===== src/rtl/seq_sub_pkg.sv =====
// Shared types and helpers for the sliced sequential subtractor.
package seq_sub_pkg;

  typedef enum logic [1:0] {
    IDLE = 2'd0,
    CALC = 2'd1,
    DONE = 2'd2
  } state_t;

  // Slice counter width: $clog2 of the slice count, never narrower than 1 bit.
  function automatic int unsigned cnt_width(input int unsigned ns);
    return (ns <= 1) ? 1 : $clog2(ns);
  endfunction

endpackage


===== src/rtl/sub_slice.sv =====
// Combinational SLICE-bit subtractor with borrow-in and borrow-out.
module sub_slice #(
  parameter int unsigned SLICE = 8
) (
  input  logic [SLICE-1:0] a,
  input  logic [SLICE-1:0] b,
  input  logic             bin,
  output logic [SLICE-1:0] d,
  output logic             bout
);

  logic [SLICE:0] w_diff;

  // One extra bit catches the borrow as the sign of the widened difference.
  assign w_diff = {1'b0, a} - {1'b0, b} - (SLICE+1)'(bin);
  assign d      = w_diff[SLICE-1:0];
  assign bout   = w_diff[SLICE];

endmodule


===== src/rtl/seq_subtractor.sv =====
// Multi-cycle D = A - B - Bin, borrow rippled one SLICE per cycle.
// Optional status flags (Z, N, LTU, LTS) enabled by defining SEQ_SUB_FLAGS_EN.
module seq_subtractor
  import seq_sub_pkg::*;
#(
  parameter int unsigned WIDTH = 32,
  parameter int unsigned SLICE = 8
) (
  input  logic             clk,
  input  logic             rst,
  input  logic             in_valid,
  output logic             in_ready,
  input  logic [WIDTH-1:0] A,
  input  logic [WIDTH-1:0] B,
  input  logic             Bin,
  output logic             out_valid,
  input  logic             out_ready,
  output logic [WIDTH-1:0] D,
  output logic             Bout,
`ifdef SEQ_SUB_FLAGS_EN
  output logic             Z,
  output logic             N,
  output logic             LTU,
  output logic             LTS,
`endif
  output logic             OVF
);

  localparam int unsigned NS = WIDTH / SLICE;
  localparam int unsigned CW = cnt_width(NS);

  state_t           r_state, w_state;
  logic [WIDTH-1:0] r_a, w_a, r_b, w_b, r_d, w_d;
  logic             r_borrow, w_borrow;
  logic [CW-1:0]    r_cnt, w_cnt;
  logic             r_out_valid, w_out_valid;
  logic             r_bout, w_bout;
  logic             r_ovf, w_ovf;

  logic [SLICE-1:0] w_a_arr [NS];
  logic [SLICE-1:0] w_b_arr [NS];
  logic [SLICE-1:0] w_sl_d;
  logic             w_sl_bout;
  logic [WIDTH-1:0] w_d_ins;
  logic             w_last;

  // Slice views of the operands and the result with the current slice inserted.
  for (genvar g = 0; g < NS; g++) begin : g_slices
    assign w_a_arr[g] = r_a[g*SLICE +: SLICE];
    assign w_b_arr[g] = r_b[g*SLICE +: SLICE];
    assign w_d_ins[g*SLICE +: SLICE] = (r_cnt == CW'(g)) ? w_sl_d : r_d[g*SLICE +: SLICE];
  end

  sub_slice #(.SLICE(SLICE)) u_slice (
    .a    (w_a_arr[r_cnt]),
    .b    (w_b_arr[r_cnt]),
    .bin  (r_borrow),
    .d    (w_sl_d),
    .bout (w_sl_bout)
  );

  assign w_last   = (r_cnt == CW'(NS-1));
  assign in_ready = (r_state == IDLE) & ~rst;

`ifdef SEQ_SUB_FLAGS_EN
  logic r_z, w_z, r_n, w_n, r_lts, w_lts;
`endif

  always_comb begin
    w_state     = r_state;
    w_a         = r_a;
    w_b         = r_b;
    w_d         = r_d;
    w_borrow    = r_borrow;
    w_cnt       = r_cnt;
    w_out_valid = r_out_valid;
    w_bout      = r_bout;
    w_ovf       = r_ovf;
`ifdef SEQ_SUB_FLAGS_EN
    w_z         = r_z;
    w_n         = r_n;
    w_lts       = r_lts;
`endif
    case (r_state)
      IDLE: begin
        if (in_valid) begin
          w_a      = A;
          w_b      = B;
          w_borrow = Bin;
          w_cnt    = '0;
          w_state  = CALC;
        end
      end
      CALC: begin
        w_d      = w_d_ins;
        w_borrow = w_sl_bout;
        w_cnt    = r_cnt + CW'(1);
        if (w_last) begin
          w_cnt       = '0;
          w_state     = DONE;
          w_out_valid = 1'b1;
          w_bout      = w_sl_bout;
          w_ovf       = (r_a[WIDTH-1] ^ r_b[WIDTH-1]) & (w_sl_d[SLICE-1] ^ r_a[WIDTH-1]);
`ifdef SEQ_SUB_FLAGS_EN
          w_z   = (w_d_ins == '0);
          w_n   = w_sl_d[SLICE-1];
          w_lts = w_sl_d[SLICE-1] ^ w_ovf;
`endif
        end
      end
      DONE: begin
        if (out_ready) begin
          w_state     = IDLE;
          w_out_valid = 1'b0;
        end
      end
      default: w_state = IDLE;
    endcase
  end

  always_ff @(posedge clk) begin
    if (rst) begin
      r_state     <= IDLE;
      r_a         <= '0;
      r_b         <= '0;
      r_d         <= '0;
      r_borrow    <= 1'b0;
      r_cnt       <= '0;
      r_out_valid <= 1'b0;
      r_bout      <= 1'b0;
      r_ovf       <= 1'b0;
`ifdef SEQ_SUB_FLAGS_EN
      r_z         <= 1'b0;
      r_n         <= 1'b0;
      r_lts       <= 1'b0;
`endif
    end else begin
      r_state     <= w_state;
      r_a         <= w_a;
      r_b         <= w_b;
      r_d         <= w_d;
      r_borrow    <= w_borrow;
      r_cnt       <= w_cnt;
      r_out_valid <= w_out_valid;
      r_bout      <= w_bout;
      r_ovf       <= w_ovf;
`ifdef SEQ_SUB_FLAGS_EN
      r_z         <= w_z;
      r_n         <= w_n;
      r_lts       <= w_lts;
`endif
    end
  end

  assign D         = r_d;
  assign Bout      = r_bout;
  assign OVF       = r_ovf;
  assign out_valid = r_out_valid;
`ifdef SEQ_SUB_FLAGS_EN
  assign Z   = r_z;
  assign N   = r_n;
  assign LTU = r_bout;
  assign LTS = r_lts;
`endif

endmodule


===== config.mk =====
export PLATFORM = sky130hd
export DESIGN_NAME = seq_subtractor
export DESIGN_NICKNAME = d
export VERILOG_FILES = /design/src/rtl/seq_sub_pkg.sv /design/src/rtl/sub_slice.sv /design/src/rtl/seq_subtractor.sv
export SDC_FILE = /design/constraint.sdc
export NUM_CORES = 1
export LEC_CHECK = 0
export BUFFER_PORTS_ARGS = -buffer_cell sky130_fd_sc_hd__buf_2
export CAP_MARGIN = 20
export CELL_PAD_IN_SITES_DETAIL_PLACEMENT = 2
export CELL_PAD_IN_SITES_GLOBAL_PLACEMENT = 2
export CORE_MARGIN = 2
export CORE_UTILIZATION = 34
export CTS_CLUSTER_SIZE = 24
export DETAILED_ROUTE_END_ITERATION = 8
export PLACE_DENSITY = 0.89
export REMOVE_ABC_BUFFERS = 1
export SLEW_MARGIN = 0
export SYNTH_ARGS = -nofsm -noshare
export SYNTH_HDL_FRONTEND = slang
export SYNTH_SLANG_ARGS = --single-unit

===== constraint.sdc =====
create_clock -name clk -period 5.6 [get_ports clk]
set_input_delay 1.68 -clock clk [delete_from_list [all_inputs] [get_ports clk]]
set_output_delay 1.68 -clock clk [all_outputs]
set_load 0.02 [all_outputs]

==> out/results.txt, run 1 <==
status - complete, no violations
CP required - 3920 ps
Clock Latency Late Sink - 350 ps
Post-Route Skew - 5.13 ps
Seq cells post-synth - 104
hold path cells - 2
Post-Synthesis Cells - 542
Post-synth ARST share - 0%
switching share of total power - 28.8%
Post-synth EDFFs - 0
min-delay src - r_a[21]$_SDFFE_PP0P_
layout net count - 713
Crit path max-delay family - buffers and inverters
RSZ-0062 raised after global routing - false
Worst-Margin Slew - 1040 ps
Worst Path Buf+Inv - 2
Initial Utilization - 34.7%
drt wl/cell - 17.3 um
Worst R2R Setup Slack - 1670 ps
first-pass GRT wire length - 22100 um
PortBufs - 104
logic gate share of total power - 19.0%
final slew viol count - 0
vias - 4088
wirelength, routed - 13900 um
Max VDD drop - 0.129 mV
Crit Path Class - in -> out
filler cell count - 1492
I/O Pins - 105
Rel. slew slack - 30.7%
die span in x - 120 um
Antenna Violating Nets Remaining - 0
yosys warns - 0
Clock power frac - 36.4%
top-count cell post-synth - nand2_1
DR DRC count - 0
dominant cell type by area after synthesis - dfxtp_1
Total GRT Usage - 19.7%
synth top area cells - dfxtp_1 (46%), nand2_1 (13%), a21oi_1 (9.6%)
Die Ht - 120 um
sequential share of the synthesized area - 45.7%
Worst setup EP type - output pin
Synth top cells by count - nand2_1 (161), dfxtp_1 (104), a21oi_1 (87), nor2_1 (32), clkbuf_1 (23)
critical path cell sequence - buf_4, nor3_1, buf_2
synthesized area per cell - 8.40 um2
reg2reg end - OVF$_SDFFE_PP0P_
hold buffer count at CTS - 0
critical path arrival - 2390 ps
total global routing overflow - 0
Worst Reg2Reg Path Length in Cells - 12
post-DP HPWL - 9700 um
clock transition at the registers of the reported paths - 70 ps
DR iter-0 viols - 163
layout cells sized above 1 - 21.3%
Final period util - 72.6%
Area growth, synth to finish - 21.0%
Core Box Area - 0.0131 mm2
maximum root-to-sink buffer count - 2
final hold vios - 0
setup tns final - 0 ps
clock sinks - 104
CP startpoint kind - input pin
reg-to-reg startpoint - r_cnt[0]$_SDFFE_PP0P_
WHS Endpoint - r_a[21]$_SDFFE_PP0P_
count of final setup violators - 0
critical-path maximum fanout - 48
synthesized area - 0.00455 mm2
Vias/cell - 5.07
routability-driven placement congestion ratio - 0.756
post-CTS sizing - 0
maximum clock frequency - 246 MHz
initial antenna violation count - 0
placement row count - 42
fin crit period - 4070 ps
H-Tree Depth - 3
Leak - 2.31 nW
PwrDens - 329 mW/mm2
n_diodes - 0
max-cap violations - 0
die area - 0.0143 mm2
fin util - 42.0%
vias in the first global route - 4469
hold crit path type - reg -> reg
ys flop type - dfxtp_1
Psw - 0.000524 W
Reg power frac - 44.5%
Root Buffer - clkbuf_16
unique cell type count in the Yosys netlist - 35
Pint - 0.00129 W
largest net degree at the start of global routing - 66
setup repair bufs after CTS - 0
CTS buffer count - 9
CTS tree - built
post-synth top area share - 45.7%
max incr delay on CP - 430 ps
1st-pass router iterations - 4
Critical-path top delay cell - buf_4
## per-layer routing
metal  share of wire [%]  track usage (%)  routed length (um)  up-vias
met3                 3.3             3.28                 462       15
met2                  52             36.1                7180       82
met4                 1.7             6.91                 235        0
met5                   0                0                   0        -
met1                  43             23.0                6060     2016
li1                    -                -                   -     1975
## state kept, by name, indices dropped and copies added, names as in the netlist
| name | flops |
|---|---|
| D | 32 |
| Bout | 1 |
| r_borrow | 1 |
| r_b | 32 |
| r_cnt | 2 |
| OVF | 1 |
| out_valid | 1 |
| r_a | 32 |
| r_state | 2 |
## worst max path at each step
stage / startpoint / to / slack [ps] / cells past startpoint
finish: rst / in_ready / 1530 / 3
floorplan: in_valid / r_borrow$_SDFFE_PP0P_ / 1310 / 4
CTS: rst / in_ready / 1500 / 3
global route: r_cnt[0]$_SDFFE_PP0P_ / OVF$_SDFFE_PP0P_ / 1330 / 12
global placement: rst / in_ready / 1540 / 3
detailed placement: rst / in_ready / 1510 / 3
## logic make-up after synthesis
logic type	after synthesis	synth area share, %
AND/OR/NAND/NOR	221	19.8
AO/OA/AOI/OAI	117	14.1
flip-flops	104	45.7
buffers and inverters	57	4.97
multiplexers	18	8.79
adder cells (fa/ha/maj)	18	5.27
XOR/XNOR	7	1.35
## per-stage QoR
| stage | area [um2] | hold WS, ps | power (W) | cells | worst slack, ps |
|---|---|---|---|---|---|
| after global placement | 5180 | 438 | 0.00114 | 790 | 1540 |
| after detailed placement | 5180 | 451 | 0.00117 | 790 | 1510 |
| after CTS | 5490 | 461 | 0.00183 | 805 | 1500 |
| after floorplan | 4410 | 425 | 0.00103 | 507 | 1310 |
| final | 5510 | 457 | 0.00182 | 806 | 1530 |
| after global routing | 5510 | 477 | 0.00190 | 806 | 1330 |
## layout by cell type, fill, tap and decap left out, types with 2 or more instances in the layout
cell type  Yosys  layout
a211oi_1      13      13
a21oi_1       87      87
a22oi_1        2       2
a31oi_1        2       2
and2_1         6       6
buf_2          4     103
buf_4          0       4
clkbuf_16      0       9
clkbuf_8       0       3
dfxtp_1      104     104
fa_1           2       2
ha_1          16      16
inv_1         22      22
mux4_1         7       7
mux4_2         8       8
nand2_1      161     161
nand2b_1       6       6
nand3b_1       5       5
nor2_1        32      31
nor2b_1        2       2
nor3_1         5       5
o21ai_0        8       8
o21bai_1       2       2
xnor2_1        2       2
xor2_1         5       5
## worst min-delay path, stage by stage, from the launching register on
cell	delay (ps)
dfxtp_1	310
nand2_1	50
a21oi_1	50
## power groups by stage
stage          Clock (W)  Combinational, W  Sequential, W
4_1_cts         0.000669          0.000349       0.000809
3_5_place_dp           0          0.000342       0.000825
2_1_floorplan          0          0.000202       0.000830
3_3_place_gp           0          0.000318       0.000820
5_1_grt         0.000704          0.000385       0.000813
6_report        0.000662          0.000346       0.000808
## cell type report
cell class              instances  area [um2]  area share [%]
multi-input cells             381        2250            40.9
flip-flops and latches        104        2080            37.8
repair buffers                108         566            10.3
clock buffers                  13         270            4.90
well taps                     176         220            4.00
inverters                      22        82.6            1.50
clock inverters                 2        37.5           0.681
Note: power is estimated with default switching activity, not from simulation.
==> run 2: changes to the inputs <==
--- a/config.mk
+++ b/config.mk
@@ -5,15 +5,16 @@
 export SDC_FILE = /design/constraint.sdc
 export NUM_CORES = 1
 export LEC_CHECK = 0
+export ABC_AREA = 1
 export BUFFER_PORTS_ARGS = -buffer_cell sky130_fd_sc_hd__buf_2
 export CAP_MARGIN = 20
 export CELL_PAD_IN_SITES_DETAIL_PLACEMENT = 2
 export CELL_PAD_IN_SITES_GLOBAL_PLACEMENT = 2
 export CORE_MARGIN = 2
-export CORE_UTILIZATION = 34
+export CORE_UTILIZATION = 27
 export CTS_CLUSTER_SIZE = 24
 export DETAILED_ROUTE_END_ITERATION = 8
-export PLACE_DENSITY = 0.89
+export PLACE_DENSITY = 0.79
 export REMOVE_ABC_BUFFERS = 1
 export SLEW_MARGIN = 0
 export SYNTH_ARGS = -nofsm -noshare
==> constraint.sdc (replaced) <==
create_clock -name clk -period 3.3 [get_ports clk]
set_input_delay 0.99 -clock clk [delete_from_list [all_inputs] [get_ports clk]]
set_output_delay 0.99 -clock clk [all_outputs]
set_load 0.02 [all_outputs]
==> run 2 against run 1 <==
Non-clock buffer count is 6 higher. Routed wire length is 11% higher. Sequential power is 75% higher. First-iteration DRC count is 12% higher. Critical endpoint is now D[7]$_SDFFE_PP0P_. Largest cell class unchanged.
==> out/results.txt, run 2 <==
RSZ-0062 raised after global routing - false
critical path arrival - 3100 ps
DR DRC count - 0
post-synth top area share - 44.6%
post-DP HPWL - 11600 um
unique cell type count in the Yosys netlist - 32
final slew viol count - 0
I/O Pins - 105
DR iter-0 viols - 183
clock sinks - 104
Initial Utilization - 27.3%
max-cap violations - 0
critical-path maximum fanout - 24
Clock Latency Late Sink - 360 ps
CTS buffer count - 9
Synth top cells by count - nor2_1 (149), dfxtp_1 (104), o21ai_0 (92), nand2_1 (51), inv_1 (45)
most common cell after layout, fill and taps aside - nor2_1
maximum root-to-sink buffer count - 2
synth top area cells - dfxtp_1 (45%), nor2_1 (12%), o21ai_0 (9.9%)
final hold vios - 0
placement row count - 48
die span in x - 136 um
Final period util - 86.5%
Rel. slew slack - 56.4%
dominant cell type by area after synthesis - dfxtp_1
H-Tree Depth - 3
synthesized area per cell - 7.43 um2
PwrDens - 599 mW/mm2
ys flop type - dfxtp_1
layout net count - 804
n_diodes - 0
Seq cells post-synth - 104
wirelength, routed - 15500 um
filler cell count - 2013
hold crit path type - reg -> reg
yosys warns - 0
Multi-input gate area - 0.00221 mm2
Area growth, synth to finish - 21.6%
setup tns final - 0 ps
Root Buffer - clkbuf_16
CP required - 3550 ps
status - complete, no violations
Die Ht - 136 um
design area - 0.00568 mm2
Crit Path Class - reg -> reg
vias in the first global route - 4942
clock transition at the registers of the reported paths - 70 ps
hold buffer count at CTS - 0
maximum clock frequency - 350 MHz
Total GRT Usage - 17.7%
largest net degree at the start of global routing - 68
sequential share of the synthesized area - 44.6%
Post-synth EDFFs - 0
Post-Synthesis Cells - 629
vias - 4507
post-CTS sizing - 0
layout cells sized above 1 - 20.8%
Core Box Area - 0.0171 mm2
Max VDD drop - 0.335 mV
synthesized area - 0.00467 mm2
Sequential Area - 0.00208 mm2
top-count cell post-synth - nor2_1
die area - 0.0184 mm2
worst hold margin - 475 ps
CP startpoint kind - register
drt wl/cell - 16.4 um
Leak - 2.69 nW
Worst-Margin Slew - 654 ps
routability-driven placement congestion ratio - 0.815
count of final setup violators - 0
Post-synth ARST share - 0%
Antenna Violating Nets Remaining - 0
Worst setup EP type - register
most frequent cells in the layout - nor2_1 (149), dfxtp_1 (104), buf_2 (104), o21ai_0 (92), nand2_1 (51)
cell area after placement - 0.00539 mm2
first-pass GRT wire length - 25400 um
CTS tree - built
PortBufs - 104
Vias/cell - 4.76
total global routing overflow - 0
fin crit period - 2860 ps
initial antenna violation count - 0
1st-pass router iterations - 4
setup repair bufs after CTS - 0
Post-Route Skew - 5.54 ps
[run 2: cell count changes after synthesis, moves of 14 or more]
cell	delta
nand3_1	+14
inv_1	+23
o21ai_0	+84
o21bai_1	+15
nand2_1	-110
nor2_1	+117
a21oi_1	-58
o21ai_1	+15
[run 2: routing by layer]
| metal | vias to the layer above | part of all wire (%) | GRT usage, % |
|---|---|---|---|
| li1 | 2224 | - | - |
| met1 | 2194 | 46 | 22.2 |
| met2 | 77 | 49 | 30.8 |
| met3 | 12 | 3.0 | 3.18 |
| met4 | 0 | 1.3 | 5.27 |
| met5 | - | 0 | 0 |
[run 2: worst paths after layout]
check / start / to / slack (ps) / cells after the start
worst max-delay path: r_cnt[0]$_SDFFE_PP0P_ / D[7]$_SDFFE_PP0P_ / 440 / 15
worst min register to register: out_valid$_SDFFE_PP0P_ / out_valid$_SDFFE_PP0P_ / 470 / 2
worst max register to register: r_cnt[0]$_SDFFE_PP0P_ / D[7]$_SDFFE_PP0P_ / 440 / 15
worst min-delay path: out_valid$_SDFFE_PP0P_ / out_valid$_SDFFE_PP0P_ / 470 / 2
[run 2: kinds of logic (layout without fill, tap and decap cells)]
kind of cell	count (synthesis)	in the layout	share of synthesized area, %
adders and majority gates	18	18	5.14
and+or+nand+nor	233	233	20.1
xor gates and xnor gates	4	4	0.750
DFF	104	104	44.6
AOI/OAI and AO/OA	177	177	21.3
buffers and inverters	93	185	8.11
[run 2: critical path, cell delays in order (launching register included)]
cell and delay, ps:
dfxtp_1 320, inv_2 320, buf_4 270, nand2_1 70, a32o_1 230, ha_1 180, inv_1 60, ha_1 270
a21oi_1 260, nor3_1 70, nor2_1 190, nand2_1 120, nand2_2 80, nand2_2 80, o21bai_1 150, inv_1 60
[run 2: layout make-up]
class	instances	share of cell area (%)
Inverter	56	3.70
Timing Repair Buffer	114	10.7
Sequential cell	104	36.6
Tap cell	225	4.95
Clock buffer	12	4.34
Clock inverter	3	0.749
Multi-Input combinational cell	432	38.9
[run 2: metrics by stage]
stage	worst slack, ps	instances	util [%]	power (W)
2_1_floorplan	247	592	-	0.00203
3_3_place_gp	587	931	31.5	0.00230
3_5_place_dp	417	931	31.5	0.00237
4_1_cts	406	946	33.2	0.00346
5_1_grt	116	946	33.2	0.00365
6_report	445	946	33.2	0.00341
[run 2: power by group]
part | internal (W) | switching, W | total, W
Clock | 0.000604 | 0.000467 | 0.00107
Combinational | 0.000305 | 0.000617 | 0.000922
Sequential | 0.00135 | 0.0000626 | 0.00141
